$ cat src/rtl/conv_channel_injector.sv
// Channel model between convolutional encoder and Viterbi decoder: one-cycle symbol path with
// programmable error injection and BER counters. Define CHAN_ERR_LOG_EN to add first/last error logging.
module conv_channel_injector #(
    parameter int                SYM_W       = 2,
    parameter int                PERIOD_LOG2 = 4,
    parameter int                BURST_LEN   = 2,
    parameter int                LFSR_W      = 16,
    parameter logic [LFSR_W-1:0] LFSR_SEED   = 16'hACE1,
    parameter int                CNT_W       = 16
) (
    input  logic             clk,
    input  logic             rst,
    input  logic             clear_i,
    input  logic             valid_i,
    input  logic [SYM_W-1:0] sym_i,
    input  logic [1:0]       mode_i,
    input  logic [SYM_W-1:0] err_mask_i,
    input  logic [7:0]       thresh_i,
    input  logic [CNT_W-1:0] limit_i,
    output logic             valid_o,
    output logic [SYM_W-1:0] sym_o,
    output logic [SYM_W-1:0] err_o,
    output logic [CNT_W-1:0] word_ct_o,
    output logic [CNT_W-1:0] bit_err_ct_o,
    output logic             done_o
`ifdef CHAN_ERR_LOG_EN
    ,
    output logic [CNT_W-1:0] first_err_o,
    output logic [CNT_W-1:0] last_err_o,
    output logic             log_valid_o
`endif
);

    typedef enum logic [1:0] {IDLE, RUN, DONE} state_t;

    localparam int                     PHASE_START_I = 2**PERIOD_LOG2 - BURST_LEN;
    localparam logic [PERIOD_LOG2-1:0] PHASE_START   = PHASE_START_I[PERIOD_LOG2-1:0];

    state_t            state_q, state_d;
    logic [LFSR_W-1:0] lfsr_q;
    logic [CNT_W-1:0]  word_ct_q, bit_err_ct_q;
    logic              hit_p0, in_window_p0, last_word_p0, corrupt_p0;
    logic [SYM_W-1:0]  mask_p0;
    logic              vld_p1;
    logic [SYM_W-1:0]  sym_p1, err_p1;

    function automatic logic [CNT_W-1:0] popcount(input logic [SYM_W-1:0] m);
        logic [CNT_W-1:0] n;
        n = '0;
        for (int i = 0; i < SYM_W; i++)
            n = n + CNT_W'(m[i]);
        return n;
    endfunction

    function automatic logic [CNT_W-1:0] sat_add(input logic [CNT_W-1:0] a, input logic [CNT_W-1:0] b);
        logic [CNT_W:0] s;
        s = {1'b0, a} + {1'b0, b};
        return s[CNT_W] ? '1 : s[CNT_W-1:0];
    endfunction

    // x^16+x^14+x^13+x^11+1, shifting toward bit 0
    function automatic logic [LFSR_W-1:0] lfsr_next(input logic [LFSR_W-1:0] l);
        return {l[0] ^ l[2] ^ l[3] ^ l[5], l[LFSR_W-1:1]};
    endfunction

    // Stage p0: decide corruption for the word currently on the inputs
    always_comb begin
        hit_p0 = 1'b0;
        case (mode_i)
            2'b01:   hit_p0 = word_ct_q[PERIOD_LOG2-1:0] >= PHASE_START;
            2'b10:   hit_p0 = lfsr_q[7:0] < thresh_i;
            2'b11:   hit_p0 = 1'b1;
            default: hit_p0 = 1'b0;
        endcase
    end

    assign in_window_p0 = (limit_i == '0) || (word_ct_q < limit_i);
    assign last_word_p0 = (limit_i != '0) && (word_ct_q == limit_i - CNT_W'(1));
    assign corrupt_p0   = (state_q != DONE) && in_window_p0 && hit_p0 && !clear_i;
    assign mask_p0      = corrupt_p0 ? err_mask_i : '0;

    always_comb begin
        state_d = state_q;
        if (clear_i)
            state_d = IDLE;
        else if (valid_i) begin
            case (state_q)
                IDLE:    state_d = last_word_p0 ? DONE : RUN;
                RUN:     state_d = last_word_p0 ? DONE : RUN;
                default: state_d = DONE;
            endcase
        end
    end

    always_ff @(posedge clk or negedge rst) begin
        if (!rst)
            state_q <= IDLE;
        else
            state_q <= state_d;
    end

    always_ff @(posedge clk or negedge rst) begin
        if (!rst) begin
            word_ct_q    <= '0;
            bit_err_ct_q <= '0;
            lfsr_q       <= LFSR_SEED;
        end else if (clear_i) begin
            word_ct_q    <= '0;
            bit_err_ct_q <= '0;
            lfsr_q       <= LFSR_SEED;
        end else if (valid_i) begin
            word_ct_q    <= word_ct_q + CNT_W'(1);
            bit_err_ct_q <= sat_add(bit_err_ct_q, popcount(mask_p0));
            lfsr_q       <= lfsr_next(lfsr_q);
        end
    end

    // Stage p1: registered symbol and applied mask
    always_ff @(posedge clk or negedge rst) begin
        if (!rst) begin
            vld_p1 <= 1'b0;
            sym_p1 <= '0;
            err_p1 <= '0;
        end else begin
            vld_p1 <= valid_i;
            if (valid_i) begin
                sym_p1 <= sym_i ^ mask_p0;
                err_p1 <= mask_p0;
            end
        end
    end

`ifdef CHAN_ERR_LOG_EN
    logic [CNT_W-1:0] first_err_q, last_err_q;
    logic             log_valid_q;

    always_ff @(posedge clk or negedge rst) begin
        if (!rst) begin
            first_err_q <= '0;
            last_err_q  <= '0;
            log_valid_q <= 1'b0;
        end else if (clear_i) begin
            first_err_q <= '0;
            last_err_q  <= '0;
            log_valid_q <= 1'b0;
        end else if (valid_i && corrupt_p0) begin
            if (!log_valid_q)
                first_err_q <= word_ct_q;
            last_err_q  <= word_ct_q;
            log_valid_q <= 1'b1;
        end
    end

    assign first_err_o = first_err_q;
    assign last_err_o  = last_err_q;
    assign log_valid_o = log_valid_q;
`endif

    assign valid_o      = vld_p1;
    assign sym_o        = sym_p1;
    assign err_o        = err_p1;
    assign word_ct_o    = word_ct_q;
    assign bit_err_ct_o = bit_err_ct_q;
    assign done_o       = (state_q == DONE);

endmodule
$ cat config.mk
export PLATFORM = sky130hd
export DESIGN_NAME = conv_channel_injector
export DESIGN_NICKNAME = d
export VERILOG_FILES = /design/src/rtl/conv_channel_injector.sv
export SDC_FILE = /design/constraint.sdc
export NUM_CORES = 1
export LEC_CHECK = 0
export CORE_MARGIN = 2
export CORE_UTILIZATION = 53
export DETAILED_ROUTE_END_ITERATION = 8
export PLACE_DENSITY = 0.81
export SYNTH_ARGS = -nofsm -noshare
export SYNTH_HDL_FRONTEND = slang
export SYNTH_SLANG_ARGS = --single-unit
$ cat constraint.sdc
create_clock -name clk -period 11.75 [get_ports clk]
set_clock_uncertainty 0.15 [all_clocks]
set_input_delay 1.7625 -clock clk [delete_from_list [all_inputs] [get_ports clk]]
set_output_delay 1.7625 -clock clk [all_outputs]
set_load 0.02 [all_outputs]
==> summary.md <==
| Metric | Value |
|---|---|
| Outcome | complete, no violations |
| Number of diodes | 0 |
| Initial Util | 0.5557 |
| Post-cts resize count | 0 |
| Slew Limit Fails | 0 |
| Final Critical Period | 6.330 ns |
| Least-Margin Pin Slew | 0.7067 ns |
| Final Util | 0.6847 |
| End of the critical path | bit_err_ct_o[9]$_DFFE_PN0P_ |
| Grt total ovfl | 0 |
| CP delay by family, top | compound AO/OA/AOI/OAI gates |
| Crit path arrival time | 6.41 ns |
| CTS max path bufs | 2 |
| Hold path depth | 1 |
| Total CTS buffers | 5 |
| DIE AREA | 0.007898 sq mm |
| Avg Cell Area, Syn | 8.961 sq um |
| Layout area overhead | 23.21% |
| Chip Width | 88.87 um |
| Clock latency on the worst-skew pair | 0.32 ns |
| Setup TNS | 0 ns |
| Final setup viols | 0 |
| GP Congestion | 0.9506 |
| Drt pass-1 iters | 4 |
| DRC errors left | 0 |
| Hold-fix buffers at CTS | 0 |
| Fillers | 576 |
| Fin. Hold Viols | 0 |
| First-pass GRT wire length | 15.26 mm |
| Post-synthesis cell type count | 52 |
| Yosys top cell by area | dfrtp_1 |
| Clock sink total | 55 |
| Hold Path Class | reg -> reg |
| ANT nets after route | 0 |
| Number of global-route vias before repair | 3,225 |
| Depth of the CTS H-tree | 2 |
| Max Clock Freq | 158.0 MHz |
| Power Dens Cells | 86.49 mW/mm^2 |
| Commonest cells in the netlist | 47 x dfrtp_1, 46 x nor2_1, 34 x inv_1 |
| Seq cells post-synth | 55 |
| Max stage delay cell, worst path | or3_1 |
| Critical Path RT | 11.83 ns |
| Startpoint types | input port |
| Clock slew at reported path FFs | 0.10 ns |
| Via/cell ratio | 5.746 |
| PortBufs | 71 |
| Synthesized area | 0.003817 sq mm |
| Number of synthesized flops with an enable pin | 0 |
| Die H | 88.87 um |
| Syn Nets | 488 |
| # nets final | 552 |
| Critical path cell sequence | clkdlybuf4s50_1, inv_1, ha_1, a21oi_1, o21ai_0, a2111oi_0, o2111ai_1, a21oi_1, nand2_1, fa_1, inv_1, ha_1, and4_1, nand3_1, or3_1, and3_1, a311oi_1 |
| Synth async-reset ratio | 1.000 |
| Synthesis Warnings | 0 |
| Slowest cell delay on critical path | 0.59 ns |
| CP endpoint kind | flip-flop |
| Crit path launch | limit_i[5] |
| Starting DRT DRC Count | 183 |
| Largest net degree at the start of global routing | 71 |
| Max-cap violations | 0 |
| Layout cells sized above 1 | 0.06110 |
| WL/cell | 15.53 um |
| Worst r2r path cells | 15 |
| Sequential cell area fraction in the yosys report | 0.3632 |
| RSZ-0062 raised after global routing | no |
| Vias | 3,373 |
| Worst Path Class, Setup | in -> reg |
| Peak supply drop | 0.00005842 V |
| Number of placement rows | 30 |
| Synth Flop Type | dfrtp_1 |
| Register-to-register setup slack | 7.01 ns |
| Crit share post-route | 0.5387 |
| Crit-path max FO | 14 |
| Gr usage total | 0.2452 |
| Top Ports | 72 |
| HPWL after DPL | 6.808 mm |
| TritonCTS clock tree | built |
| Leak pwr | 2.023 nW |
| WL final | 9.117 mm |
| Post-synthesis instance total | 426 |
| Buf/Inv on CP | 3 |
| CTS Root Cell | clkbuf_8 |
| Initial antenna violation count | 0 |
| WP depth | 17 |
| Critical R2R Capture | bit_err_ct_o[9]$_DFFE_PN0P_ |
| Post-CTS Setup Bufs | 0 |
| Most frequent cell after synthesis | dfrtp_1 |
| Worst R2R Start | word_ct_o[5]$_DFFE_PN0P_ |
| Top cell type's share of synthesized area | 0.3081 |
| Core box area | 0.006869 sq mm |
| Max_slew headroom | 0.5289 |
| Top cells by area, synth | dfrtp_1 31%, ha_1 8.8%, dfstp_2 5.5%, xnor2_1 5.5%, nor2_1 4.5% |
-- worst min path at each step --
stage | startpoint | slack [ns] | to
after global routing | lfsr_q[14]$_DFFE_PN0P_ | 0.37 | lfsr_q[13]$_DFFE_PN1P_
final | lfsr_q[12]$_DFFE_PN0P_ | 0.35 | lfsr_q[11]$_DFFE_PN1P_
after detailed placement | lfsr_q[14]$_DFFE_PN0P_ | 0.33 | lfsr_q[13]$_DFFE_PN1P_
after floorplan | lfsr_q[12]$_DFFE_PN0P_ | 0.31 | lfsr_q[11]$_DFFE_PN1P_
after global placement | lfsr_q[8]$_DFFE_PN0P_ | 0.33 | lfsr_q[7]$_DFFE_PN1P_
after CTS | lfsr_q[14]$_DFFE_PN0P_ | 0.35 | lfsr_q[13]$_DFFE_PN1P_
-- worst reg2reg max path, delay by kind of cell, from the launching register on --
family,cells,cell delay (ns)
fa+ha+maj,3,0.95
buf+inv,1,0.07
compound gates,6,1.53
flops,1,0.50
simple gates,5,1.45
-- state kept, by name (all words and copies together) (netlist names) --
register	cells
bit_err_ct_o	16
lfsr_q	16
err_o	2
valid_o	1
word_ct_o	16
sym_o	2
state_q	2
-- cells in the final DEF, fill, tap and decap left out, types with 5 or more instances in the layout --
master,netlist,layout
nor3_1,7,7
nor4_1,6,6
a211oi_1,11,11
nand2b_1,5,5
dfstp_2,8,8
ha_1,27,27
nand2_1,23,23
a211o_1,9,9
nor2_1,46,46
inv_1,34,34
o21ai_0,15,15
xor2_1,11,11
a21oi_1,14,14
nor2b_1,13,13
a31oi_1,6,6
dfrtp_1,47,47
a311oi_1,5,5
clkdlybuf4s50_1,0,68
xnor2_1,24,24
nand4_1,16,16
nand3b_1,6,6
mux2i_1,9,9
nand3_1,11,11
clkbuf_8,0,5
and3_1,11,11
-- per-stage QoR --
stage / std cells / area [sq um] / hold slack, ns / worst slack [ns] / power (mW)
2_1_floorplan: 426 / 3817 / 0.3095 / 6.118 / 0.2474
3_3_place_gp: 579 / 4592 / 0.3260 / 5.257 / 0.2790
3_5_place_dp: 579 / 4592 / 0.3266 / 5.109 / 0.2810
4_1_cts: 587 / 4703 / 0.3511 / 5.450 / 0.4087
5_1_grt: 587 / 4703 / 0.3719 / 4.970 / 0.4259
6_report: 587 / 4703 / 0.3476 / 5.420 / 0.4068
-- power by group --
part	internal, mW	switching (mW)
Sequential	0.198	0.00623
Combinational	0.0350	0.0389
Clock	0.0645	0.0646
-- final cells by class --
type,count,area (sq um),area share
inverters,34,127.6,0.02713
clock buffers,6,72.57,0.01543
repair buffers,74,718.2,0.1527
multi-input cells,320,2240,0.4762
clock inverters,2,38.79,0.008247
well taps,96,120.1,0.02554
flip-flops and latches,55,1386,0.2948
-- per-layer routing --
metal,wire length (um),vias to the layer above,track usage
li1,-,1658,-
met1,4339,1623,0.3599
met2,4277,85,0.3799
met3,419,7,0.03825
met4,81,0,0.06336
met5,0,-,0
-- logic make-up (layout without fill, tap and decap cells) --
kind of cell | Yosys count | after routing | share of synthesized area
AND/OR/NAND/NOR | 160 | 160 | 0.2226
adder cells (fa/ha/maj) | 28 | 28 | 0.09374
AO/OA/AOI/OAI | 87 | 87 | 0.1606
XOR/XNOR | 36 | 36 | 0.08620
buffers and inverters | 51 | 116 | 0.05015
flip-flops | 55 | 55 | 0.3632
multiplexers | 9 | 9 | 0.02360
No activity file was read; power rests on OpenSTA's default activity.
